**config.mk**
```make
export PLATFORM = sky130hd
export DESIGN_NAME = prog_timer
export DESIGN_NICKNAME = d
export VERILOG_FILES = /design/src/rtl/prog_timer.sv
export SDC_FILE = /design/constraint.sdc
export NUM_CORES = 1
export LEC_CHECK = 0
export ABC_CLOCK_PERIOD_IN_PS = 4500
export BUFFER_PORTS_ARGS = -buffer_cell sky130_fd_sc_hd__buf_2
export CAP_MARGIN = 15
export CORE_ASPECT_RATIO = 2
export CORE_MARGIN = 2
export CORE_UTILIZATION = 25
export CTS_BUF_LIST = sky130_fd_sc_hd__clkbuf_8 sky130_fd_sc_hd__clkbuf_16
export DETAILED_ROUTE_END_ITERATION = 6
export HOLD_SLACK_MARGIN = 0.05
export PLACE_DENSITY = 0.49
export SYNTH_ARGS = -nofsm -noshare
export SYNTH_HDL_FRONTEND = slang
export SYNTH_SLANG_ARGS = --single-unit
```
**constraint.sdc**
```tcl
create_clock -name clk_clock -period 4.5 [get_ports clk_clock]
set_input_delay 0.9 -clock clk_clock [delete_from_list [all_inputs] [get_ports clk_clock]]
set_output_delay 0.9 -clock clk_clock [all_outputs]
set_load 0.05 [all_outputs]
```
**src/rtl/prog_timer.sv**
```systemverilog
// Programmable up-counting timer: prescaler, period compare, periodic/one-shot modes,
// single-cycle expire pulse and a sticky interrupt flag.
module prog_timer #(
   parameter int WIDTH = 32,
   parameter int PRE_W = 16
) (
   input  logic             clk_clock,
   input  logic             rst,
   input  logic             start,
   input  logic             stop,
   input  logic             oneshot,
   input  logic [WIDTH-1:0] period,
   input  logic [PRE_W-1:0] prescale,
   input  logic             irq_clr,
   output logic [WIDTH-1:0] count,
   output logic             running,
   output logic             expire,
   output logic             irq
);

   typedef enum logic {ST_IDLE, ST_RUN} state_e;

   state_e           state_q, state_d;
   logic [WIDTH-1:0] count_q, count_d;
   logic [PRE_W-1:0] pc_q, pc_d;
   logic [WIDTH-1:0] per_sh_q, per_sh_d;
   logic [PRE_W-1:0] pre_sh_q, pre_sh_d;
   logic             mode_sh_q, mode_sh_d;
   logic             expire_q, expire_d;
   logic             irq_q, irq_d;
   logic             tick;
   logic             term_ev;

   // A pending start or stop pre-empts any tick in the same cycle.
   assign tick    = (state_q == ST_RUN) && (pc_q == pre_sh_q);
   assign term_ev = tick && (count_q == per_sh_q) && !start && !stop;

   always_comb begin
      state_d   = state_q;
      count_d   = count_q;
      pc_d      = pc_q;
      per_sh_d  = per_sh_q;
      pre_sh_d  = pre_sh_q;
      mode_sh_d = mode_sh_q;
      expire_d  = 1'b0;
      irq_d     = irq_q;

      if (stop) begin
         state_d = ST_IDLE;
      end else if (start) begin
         per_sh_d  = period;
         pre_sh_d  = prescale;
         mode_sh_d = oneshot;
         count_d   = '0;
         pc_d      = '0;
         state_d   = ST_RUN;
      end else if (state_q == ST_RUN) begin
         pc_d = tick ? '0 : pc_q + PRE_W'(1);
         if (term_ev) begin
            count_d  = '0;
            expire_d = 1'b1;
            if (mode_sh_q) state_d = ST_IDLE;
         end else if (tick) begin
            count_d = count_q + WIDTH'(1);
         end
      end

      if (irq_clr) irq_d = 1'b0;
      if (term_ev) irq_d = 1'b1;
   end

   always_ff @(posedge clk_clock or negedge rst) begin
      if (!rst) begin
         state_q   <= ST_IDLE;
         count_q   <= '0;
         pc_q      <= '0;
         per_sh_q  <= '0;
         pre_sh_q  <= '0;
         mode_sh_q <= 1'b0;
         expire_q  <= 1'b0;
         irq_q     <= 1'b0;
      end else begin
         state_q   <= state_d;
         count_q   <= count_d;
         pc_q      <= pc_d;
         per_sh_q  <= per_sh_d;
         pre_sh_q  <= pre_sh_d;
         mode_sh_q <= mode_sh_d;
         expire_q  <= expire_d;
         irq_q     <= irq_d;
      end
   end

   assign count   = count_q;
   assign running = (state_q == ST_RUN);
   assign expire  = expire_q;
   assign irq     = irq_q;

endmodule
```
== Yosys cells after proc, flatten, opt, wreduce, memory -nomap -nowiden ==
Index checks and enable logic that the tools add are counted.

* Add/subtract/negate cells: 2
* Equality and inequality tests: 2
* Muxes and demuxes: 18
* Bitwise logic cells: 1
* Reduce and logical (&&, ||, !) cells: 12

{| class="wikitable"
|+ Operators with widths
! operator !! number
|-
| two-way mux 32 bit || 4
|-
| two-way mux 16 bit || 3
|-
| adder 32 x 1 -> 32 bit (second input constant) || 1
|-
| equality test 32 bit || 1
|-
| adder 16 x 1 -> 16 bit (second input constant) || 1
|-
| equality test 16 bit || 1
|-
| two-way mux 1 bit || 11
|-
| logical AND 1 bit || 4
|-
| AND reduction 2 bit || 2
|-
| nonzero test 2 bit || 2
|-
| AND reduction 3 bit || 1
|-
| nonzero test 3 bit || 1
|-
| zero test 1 bit || 2
|-
| NOT 1 bit || 1
|}

* Flip-flop bits (word level): 100
* Input port bits: 54
* Output and inout bits: 35
* Logic and storage cells: 43

== Depth between registers and ports, before layout ==
Gate-level depths: netlist (run 1).

* Word-level depth: 9
* Gate-level depth with buffers: 9
* Depth with buffers taken out: 7

== Least setup slack after synthesis (run 1) ==
No wires, ideal clock.

* Path type: input to register
* Start: in start
* End: reg per_sh_q[21]
* Setup time: 125 ps
* Arrival: 2313 ps
* Path slack: 2062 ps
* Stages: 6
* Cells stage by stage: buf_2 > clkinv_1 > nor2_1 > buf_2 > buf_2 > mux2_2

* Cells in the longest elaborated chain, start to end: 1

{| class="wikitable"
|+ RTL lines
! what !! line !! RTL
|-
| from (decl) || 9 || <nowiki>input logic start,</nowiki>
|-
| AND reduction 2 bit (no line) || - ||
|-
| to (signal assigned) || 86 || <nowiki>per_sh_q <= per_sh_d;</nowiki>
|-
| to (decl) || 26 || <nowiki>logic [WIDTH-1:0] per_sh_q, per_sh_d;</nowiki>
|}

No other way between the ends.
A chain may end at the register's enable or synchronous reset.

== Worst setup path in the final report (run 1) ==
* Start: reg count_q[2], in the netlist count[2]
* End: reg count_q[21], in the netlist count[21]

* Cells in the longest elaborated chain, start to end: 7
* Elaborated cells between the ends (all ways): 11
* Those cells by class: add/sub: 1; eq/ne: 1; mux: 4; reduce/logical: 5

{| class="wikitable"
|+ RTL lines
! what !! line !! RTL
|-
| from (decl) || 24 || <nowiki>logic [WIDTH-1:0] count_q, count_d;</nowiki>
|-
| from (signal assigned) || 84 || <nowiki>count_q <= count_d;</nowiki>
|-
| branches (longest 7 deep; another with adder 32 x 1 -> 32 bit) || - ||
|}

Several ways; the timed one is not identified. The select of a mux whose other input is x is not followed.

==> impl_metrics.ini, run 1 <==
[final_layout]
final_area_mm2 = 0.00643
drive_above_1_share = 0.305
num_antenna_cells = 0
syn_to_final_growth_pct = 17.6
fin_nets = 642

[floorplan]
fp.dieH_um = 213
start_util = 0.254
dieArea_mm2 = 0.0231
core_area_mm2 = 0.0215
dieWidth_um = 109
num_rows = 76
ios = 89

[worst_setup_path]
worstPathRequired_ps = 4700
critPathBufInv = 0
crit_family = simple AND/OR/NAND/NOR gates
cp-end-kind = flip-flop
critical_path_class = flip-flop to flip-flop
cp_max_fo = 16
arrival_ps = 2980
r2r_setup_slack_ps = 1730
worstPathCellList = nand3_1, nor4_2, and4_1, a311oi_1, a22o_1, o21bai_1
worstSetupStartpointType = flip-flop
cpPeakStageDelay_ps = 670
slowest_stage = and4_1

[power_and_ir_drop]
power.leakage_nw = 2.68
p_int_mw = 1.63
p_sw_mw = 0.936
switching_share = 0.364
vdd_drop_max_mv = 0.143
p_total_mw = 2.57
pwr-share-clk = 0.289
powerDensity_mw_per_mm2 = 400
pwr-share-seq = 0.455
combPwrFrac = 0.256

[cts]
cts.path.max_buffers = 2
tritoncts = done
cts.htree.levels = 3
cts_buffers = 9
cts_root_buffer = clkbuf_16
path_clk_slew_ps = 80
cts_post_setup_buffers_inserted = 0
hold_buffers = 0
clk_latency_ps = 360
ctsResizeCount = 0
numClockSinks = 100

[global_routing]
grt.overflow.total = 0
use_met3 = 0.0235
grt_start_max_net_pins = 79
grt_use_total = 0.149
grtUsageMet2 = 0.283
grt_pass1_wl_um = 25800
grtUsageMet1 = 0.154
grt_busiest_layer = met2
grt_antenna_before_repair = 0
grt_pass1_vias = 4522

[route]
final_antenna_net_count = 0
drt_iter0_markers = 212
wire_per_inst_um = 19.3
dr.pass1.iters = 4
drt-vias-per-instance = 5.09
drcViolationCount = 0
via_count = 4395
routed_wl_um = 16700

[outcome]
status = complete, no violations

[synthesis]
synth-seq-area-share = 0.458
ys_ff_latch = 100
synth_top_area_share = 0.458
ys_top_cells_by_area = dfrtp_1, mux2_2, xnor2_1
synth_area_mm2 = 0.00547
yosys.area.top_type = dfrtp_1
synth_cells = 516
synth.distinct_cells = 45
syn_nets = 572
syn_avg_cell_area_um2 = 10.6
synth_warnings = 0

[sta]
whs_ps = 500
hold_viol_final = 0
max_freq_mhz = 360
post-route-min-period_ps = 2770
tightest_slew_ps = 1040
maxSlewHeadroom = 0.310
tns_ps = 0
rsz0062_at_grt = false
skew_ps = 12.4
final_max_slew_viol_count = 0
setup-violations-final = 0
period_share = 0.616

[place]
place.port_buffers = 88
gp_congestion = 0.855
placed_cell_area_mm2 = 0.00615
place_hpwl_um = 12600

[min_path]
min_path_type = flip-flop to flip-flop

[run]
cap_viol_max_count = 0
==> layer usage <==
layer | up-vias | share of wire
li1 | 2024 | -
met1 | 2212 | 0.34
met2 | 132 | 0.57
met3 | 27 | 0.044
met4 | 0 | 0.040
met5 | - | 0
==> logic make-up after synthesis <==
family          after synthesis  share of synthesized area
mux                          49                      0.101
simple gates                166                      0.168
flops                       100                      0.458
fa+ha+maj                     2                    0.00458
xor+xnor                     63                      0.101
buf+inv                      48                     0.0378
compound gates               88                      0.130
==> synth_stat cells (all sizes together) <==
master	instances
a41oi	3
and3	23
a21o	1
o211a	1
xor2	31
nand2	32
o21ba	1
dfrtp	100
nor2	26
clkbuf	21
a22oi	28
nand4	21
xnor2	32
nor4b	3
o21bai	3
buf	14
a22o	2
and4	6
ha	2
nand2b	5
o41ai	2
mux2	49
a21oi	5
or4b	1
nor3b	6
o21ai	11
nor3	5
a311oi	9
or3	1
nand3	23
o31ai	19
and2	3
nor4	7
clkinv	1
inv	12
a31oi	2
o311a	1
nor2b	1
or2	2
nand4bb	1
==> through the flow <==
| step | std cells | worst slack (ps) | utilization |
|---|---|---|---|
| finish | 864 | 1730 | 0.299 |
| global route | 864 | 1490 | 0.299 |
| CTS | 864 | 1760 | 0.299 |
| detailed placement | 848 | 1410 | 0.286 |
| global placement | 848 | 1510 | 0.286 |
| floorplan | 516 | 2060 | - |
==> layout make-up <==
type	count	area (um^2)
Timing Repair Buffer	94	488
Tap cell	273	342
Inverter	13	48.8
Multi-Input combinational cell	368	2770
Fill cell	2320	15100
Clock inverter	7	51.3
Clock buffer	9	225
Sequential cell	100	2500
==> layout by cell type, fill, tap and decap left out, types with 6 or more instances in the layout <==
master,count
xnor2_1,32
and3_1,23
nor3b_1,6
clkbuf_16,9
nand2_1,32
nor2_1,25
buf_4,7
dfrtp_1,100
o31ai_2,13
inv_1,13
o21ai_1,7
mux2_2,49
xor2_1,31
o31ai_1,6
a311oi_1,9
nand3_1,23
and4_1,6
nand4_1,21
buf_2,87
a22oi_1,28
==> flip-flops by register name, summed over array words and instances, names as in the netlist <==
| name | cells |
|---|---|
| count | 32 |
| expire | 1 |
| irq | 1 |
| mode_sh_q | 1 |
| pc_q | 16 |
| per_sh_q | 32 |
| pre_sh_q | 16 |
| running | 1 |
==> worst paths after layout <==
| path | from | cells after the start | end |
|---|---|---|---|
| setup / recovery | count[2] | 6 | count[21] |
| hold / removal | mode_sh_q | 1 | running |
| setup reg to reg | count[2] | 6 | count[21] |
| hold reg to reg | mode_sh_q | 1 | running |
| max in group asynchronous | rst | 2 | count[28] |
| min in group asynchronous | rst | 1 | per_sh_q[22] |
==> worst reg2reg max path, cell delays in order (launching register included) <==
cell      delay (ps)
dfrtp_1          540
nand3_1          280
nor4_2           530
and4_1           670
a311oi_1         190
a22o_1           210
o21bai_1         190
==> power by group through the flow <==
stage	clock [mW]	combinational (mW)	sequential (mW)
3_3_place_gp	0	0.661	1.19
2_1_floorplan	0	0.344	1.27
6_report	0.743	0.659	1.17
3_5_place_dp	0	0.667	1.19
4_1_cts	0.768	0.670	1.17
5_1_grt	0.795	0.706	1.19
Power figures use the tool's default switching activity.
==> run 2, diff against run 1 <==
--- a/config.mk
+++ b/config.mk
@@ -5,7 +5,7 @@
 export SDC_FILE = /design/constraint.sdc
 export NUM_CORES = 1
 export LEC_CHECK = 0
-export ABC_CLOCK_PERIOD_IN_PS = 4500
+export ABC_CLOCK_PERIOD_IN_PS = 2900
 export BUFFER_PORTS_ARGS = -buffer_cell sky130_fd_sc_hd__buf_2
 export CAP_MARGIN = 15
 export CORE_ASPECT_RATIO = 2
==> constraint.sdc (replaced) <==
create_clock -name clk_clock -period 2.9 [get_ports clk_clock]
set_input_delay 0.58 -clock clk_clock [delete_from_list [all_inputs] [get_ports clk_clock]]
set_output_delay 0.58 -clock clk_clock [all_outputs]
set_load 0.05 [all_outputs]
==> run 2 against run 1 <==
Compared with the run above: combinational power increased by 67%; clock power increased by 59%; largest power group unchanged; largest cell class unchanged; global-route usage increased by 0.68 points.
==> impl_metrics.ini, run 2 (synthesis results as in run 1) <==
[route]
final_antenna_net_count = 0
wl_met1_um = 5870
drt-vias-per-instance = 5.03
routed_wl_um = 17000
met3_length_um = 569
via_count = 4420
wl_met2_um = 9400
drt_iter0_markers = 186
dr.max_layer_used = met4
wire_per_inst_um = 19.3
drcViolationCount = 0
dr.pass1.iters = 4

[worst_setup_path]
cpPeakStageDelay_ps = 680
worstPathCellList = xor2_1, nor4_2, and3_1, nand2b_1, or4b_4, o41ai_1
arrival_ps = 2770
r2r_cells = 6
critPathBufInv = 0
cp_max_fo = 21
worstSetupStartpointType = flip-flop
crit_family = simple AND/OR/NAND/NOR gates
critical_path_class = flip-flop to flip-flop
worstPathRequired_ps = 3160
cp.depth = 6
slowest_stage = or4b_4
cp-end-kind = flip-flop

[sta]
tns_ps = 0
max_freq_mhz = 399
skew_ps = 10.7
final_max_slew_viol_count = 0
tightest_slew_ps = 828
hold_viol_final = 0
setup-violations-final = 0
rsz0062_at_grt = false
period_share = 0.865
maxSlewHeadroom = 0.448
whs_ps = 294
post-route-min-period_ps = 2510

[final_layout]
instances_no_fill = 878
finish.utilization = 0.306
syn_to_final_growth_pct = 20.1
fin_nets = 656
mostFrequentLayoutCells = dfrtp_1, buf_2, mux2_2, xnor2_1, nand2_1
drive_above_1_share = 0.322
final_common_cell = dfrtp_1
final_area_mm2 = 0.00657
num_antenna_cells = 0

[place]
place.port_buffers = 88
place_inst = 862
placed_cell_area_mm2 = 0.00628
place_hpwl_um = 13000
gp_congestion = 0.861

[cts]
tritoncts = done
cts.htree.levels = 3
ctsResizeCount = 0
cts_post_setup_buffers_inserted = 0
cts.path.max_buffers = 2
hold_buffers = 0
path_clk_slew_ps = 80
cts_buffers = 9
numClockSinks = 100
cts_root_buffer = clkbuf_16
clk_latency_ps = 360

[global_routing]
grt_use_total = 0.156
grt_start_max_net_pins = 61
grt_pass1_wl_um = 26800
grt_antenna_before_repair = 0
grt.overflow.total = 0
grt_pass1_vias = 4753

[floorplan]
start_util = 0.254
dieWidth_um = 109
fp.dieH_um = 213
dieArea_mm2 = 0.0231
ios = 89
num_rows = 76
core_area_mm2 = 0.0215

[power_and_ir_drop]
power.leakage_nw = 2.75
powerDensity_mw_per_mm2 = 619
vdd_drop_max_mv = 0.242

[outcome]
status = complete, no violations

[min_path]
min_path_type = primary input to async pin

[run]
cap_viol_max_count = 0
==> run 2: cell count changes in the layout (fill, tap and decap cells not counted) <==
cell	previous run	this run
buf_4	7	19
inv_8	0	2
inv_6	2	1
inv_1	13	12
clkinvlp_4	1	2
clkinv_4	2	1
buf_12	0	2
==> run 2: worst paths after layout <==
path / from / end / slack, ps
hold / removal: rst / irq / 290
setup / recovery: pc_q[2] / count[19] / 390
hold reg to reg: mode_sh_q / running / 500
max in group asynchronous: rst / per_sh_q[8] / 1840
min in group clk_clock: irq_clr / irq / 420
setup reg to reg: pc_q[2] / count[19] / 390
==> run 2: per-stage QoR <==
step / setup WS (ps) / power [mW]
2_1_floorplan: 488 / 2.50
3_3_place_gp: 393 / 2.91
3_5_place_dp: 359 / 2.92
4_1_cts: 369 / 4.13
5_1_grt: 221 / 4.27
6_report: 391 / 4.06
==> run 2: area by class of cell <==
cell class,count,area [um^2]
Timing Repair Buffer,108,618
Tap cell,273,342
Inverter,13,48.8
Clock buffer,9,225
Multi-Input combinational cell,368,2770
Fill cell,2314,14900
Sequential cell,100,2500
Clock inverter,7,60.1
==> run 2: per-layer routing <==
layer,track usage,up-vias
li1,-,2047
met1,0.160,2201
met2,0.283,129
met3,0.0247,43
met4,0.106,0
met5,0,-
==> run 2: where the power goes <==
group / switching [mW] / internal [mW]
clock network: 0.579 / 0.598
logic: 0.682 / 0.413
registers: 0.226 / 1.56
total: 1.49 / 2.58
==> run 2: worst register-to-register path: stages (launching register included) <==
cell	delay [ps]
dfrtp_1	440
xor2_1	190
nor4_2	320
and3_1	320
nand2b_1	110
or4b_4	680
o41ai_1	350
==> run 3, diff against run 2 <==
--- a/config.mk
+++ b/config.mk
@@ -5,6 +5,7 @@
 export SDC_FILE = /design/constraint.sdc
 export NUM_CORES = 1
 export LEC_CHECK = 0
+export ABC_AREA = 1
 export ABC_CLOCK_PERIOD_IN_PS = 2900
 export BUFFER_PORTS_ARGS = -buffer_cell sky130_fd_sc_hd__buf_2
 export CAP_MARGIN = 15
@@ -14,7 +15,7 @@
 export CTS_BUF_LIST = sky130_fd_sc_hd__clkbuf_8 sky130_fd_sc_hd__clkbuf_16
 export DETAILED_ROUTE_END_ITERATION = 6
 export HOLD_SLACK_MARGIN = 0.05
-export PLACE_DENSITY = 0.49
+export PLACE_DENSITY = 0.48
 export SYNTH_ARGS = -nofsm -noshare
 export SYNTH_HDL_FRONTEND = slang
 export SYNTH_SLANG_ARGS = --single-unit
==> run 3 against run 2 <==
Compared with the run above: global-route usage grew 2.0 points; worst setup slack improved by 320 ps; register-to-register slack improved by 320 ps; sequential power is 11% lower; maximum frequency grew 14%; via count rose by 30%; flip-flop and latch count did not move; cell area rose by 7.8%; clock skew grew 1.0 ps; power shrank 17%; critical path depth is 5 higher.
==> impl_metrics.ini, run 3 <==
[outcome]
status = complete, no violations

[synthesis]
ys_ff_latch = 100
synth_cells = 855
yosys.area.top_type = dfrtp_1
synth.distinct_cells = 44
synth-seq-area-share = 0.418
synth_area_mm2 = 0.00599
synth_top_area_share = 0.418
syn_avg_cell_area_um2 = 7.00
ys_top_cells_by_area = dfrtp_1, nand2_1, nor2_1
async_flop_share = 1.00
synth_edf_count = 0
syn_nets = 911
synth_flop_cell = dfrtp_1
synth_warnings = 0
synthTopCellsByCount = nand2_1, nor2_1, inv_1
synth_most_common_cell = nand2_1

[final_layout]
fin_nets = 1001
syn_to_final_growth_pct = 18.2
num_antenna_cells = 0
final_common_cell = nand2_1
fillers = 2649
drive_above_1_share = 0.163
mostFrequentLayoutCells = nand2_1, nor2_1, inv_1, dfrtp_1, buf_2

[worst_setup_path]
regToRegEndpoint = count[25]
worstSetupStartpoint = count[2]
worstPathRequired_ps = 3150
worstSetupStartpointType = flip-flop
cp_max_fo = 6
arrival_ps = 2440
reg2reg_from = count[2]
r2r_cells = 11
r2r_setup_slack_ps = 710
critical_path_class = flip-flop to flip-flop
cp-end-kind = flip-flop

[route]
final_antenna_net_count = 0
via_count = 5756
drt-vias-per-instance = 4.66
routed_wl_um = 21800
dr.pass1.iters = 4
drcViolationCount = 0
wire_per_inst_um = 17.7
drt_iter0_markers = 317

[cts]
cts_root_buffer = clkbuf_16
numClockSinks = 100
path_clk_slew_ps = 60
cts_buffers = 9
hold_buffers = 0
cts.htree.levels = 3
cts_post_setup_buffers_inserted = 0
clk_latency_ps = 360
ctsResizeCount = 0
tritoncts = done
cts.path.max_buffers = 2

[floorplan]
start_util = 0.252
num_rows = 80
core_area_mm2 = 0.0237
dieArea_mm2 = 0.0253
fp.dieH_um = 223
dieWidth_um = 113
ios = 89

[power_and_ir_drop]
vdd_drop_max_mv = 0.236
power.leakage_nw = 3.55
powerDensity_mw_per_mm2 = 478

[run]
cap_viol_max_count = 0

[place]
place_hpwl_um = 17600
place.port_buffers = 88
gp_congestion = 0.887

[sta]
period_share = 0.756
rsz0062_at_grt = false
max_freq_mhz = 456
hold_viol_final = 0
maxSlewHeadroom = 0.490
final_max_slew_viol_count = 0
setup-violations-final = 0
post-route-min-period_ps = 2190
skew_ps = 11.8
tightest_slew_ps = 764
whs_ps = 278
tns_ps = 0

[global_routing]
grtUsageMet1 = 0.165
grt_use_total = 0.176
use_met3 = 0.0247
grt.overflow.total = 0
grt_pass1_vias = 5920
grt_antenna_before_repair = 0
grt_busiest_layer = met2
grtUsageMet2 = 0.347
grt_start_max_net_pins = 54
grt_pass1_wl_um = 33000

[min_path]
min_path_type = primary input to async pin
-- run 3: cell count changes after synthesis, moves of 15 or more --
cell / change
a21oi_1: +40
inv_1: +96
nand2_1: +196
nor3_1: +15
nor2_1: +125
and3_1: -23
nand3_1: +25
a22oi_1: -28
mux2_2: -41
xnor2_1: -29
-- run 3: through the flow --
step / cell area [um^2] / setup slack, ps / std cells / utilization / power, mW
after floorplan: 5990 / 823 / 855 / - / 1.95
after global placement: 6800 / 622 / 1221 / 0.287 / 2.20
after detailed placement: 6800 / 576 / 1221 / 0.287 / 2.21
after CTS: 7080 / 668 / 1234 / 0.298 / 3.44
after global routing: 7080 / 556 / 1234 / 0.298 / 3.56
final: 7080 / 708 / 1234 / 0.298 / 3.38
-- run 3: critical path, stage by stage, from the launching register on --
cell	delay, ps
dfrtp_1	560
nand3_1	240
nor2_2	180
nand2_1	150
nor2_2	180
nand3_1	190
clkinv_1	160
nand2_1	90
nor2_1	150
nand2_1	70
nand2_1	70
nor2_1	40
-- run 3: cell type report --
cell class | count | area, um^2 | share of cell area
Inverter | 120 | 452 | 0.0638
Clock buffer | 10 | 239 | 0.0338
Tap cell | 287 | 359 | 0.0507
Timing Repair Buffer | 101 | 566 | 0.0799
Sequential cell | 100 | 2500 | 0.354
Clock inverter | 3 | 41.3 | 0.00583
Multi-Input combinational cell | 613 | 2920 | 0.412
-- run 3: cell families (layout without fill, tap and decap cells) --
kind of cell | after synthesis | in the layout | share of synthesized area
AO/OA/AOI/OAI | 77 | 77 | 0.0696
XOR/XNOR | 20 | 20 | 0.0293
adder cells (fa/ha/maj) | 2 | 2 | 0.00418
buffers and inverters | 142 | 234 | 0.0957
flip-flops | 100 | 100 | 0.418
multiplexers | 8 | 8 | 0.0150
AND/OR/NAND/NOR | 506 | 506 | 0.368
-- run 3: routing by layer --
| layer | vias to the layer above | wire, um |
|---|---|---|
| met1 | 2756 | 7460 |
| met4 | 0 | 1090 |
| met3 | 35 | 548 |
| met2 | 105 | 12700 |
| li1 | 2860 | - |
| met5 | - | 0 |
-- run 3: power breakdown --
group | switching [mW] | total (mW) | internal [mW] | leakage, nW
clock network | 0.540 | 1.22 | 0.676 | 0.138
registers | 0.0876 | 1.59 | 1.50 | 1.25
logic | 0.391 | 0.581 | 0.190 | 2.16
-- run 3: worst max-delay path by stage --
stage	cells past startpoint	end	slack (ps)
after floorplan	9	count[24]	820
final	11	count[25]	710
after detailed placement	13	count[10]	580
after global placement	13	count[2]	620
after global routing	13	count[2]	560
after CTS	11	count[25]	670
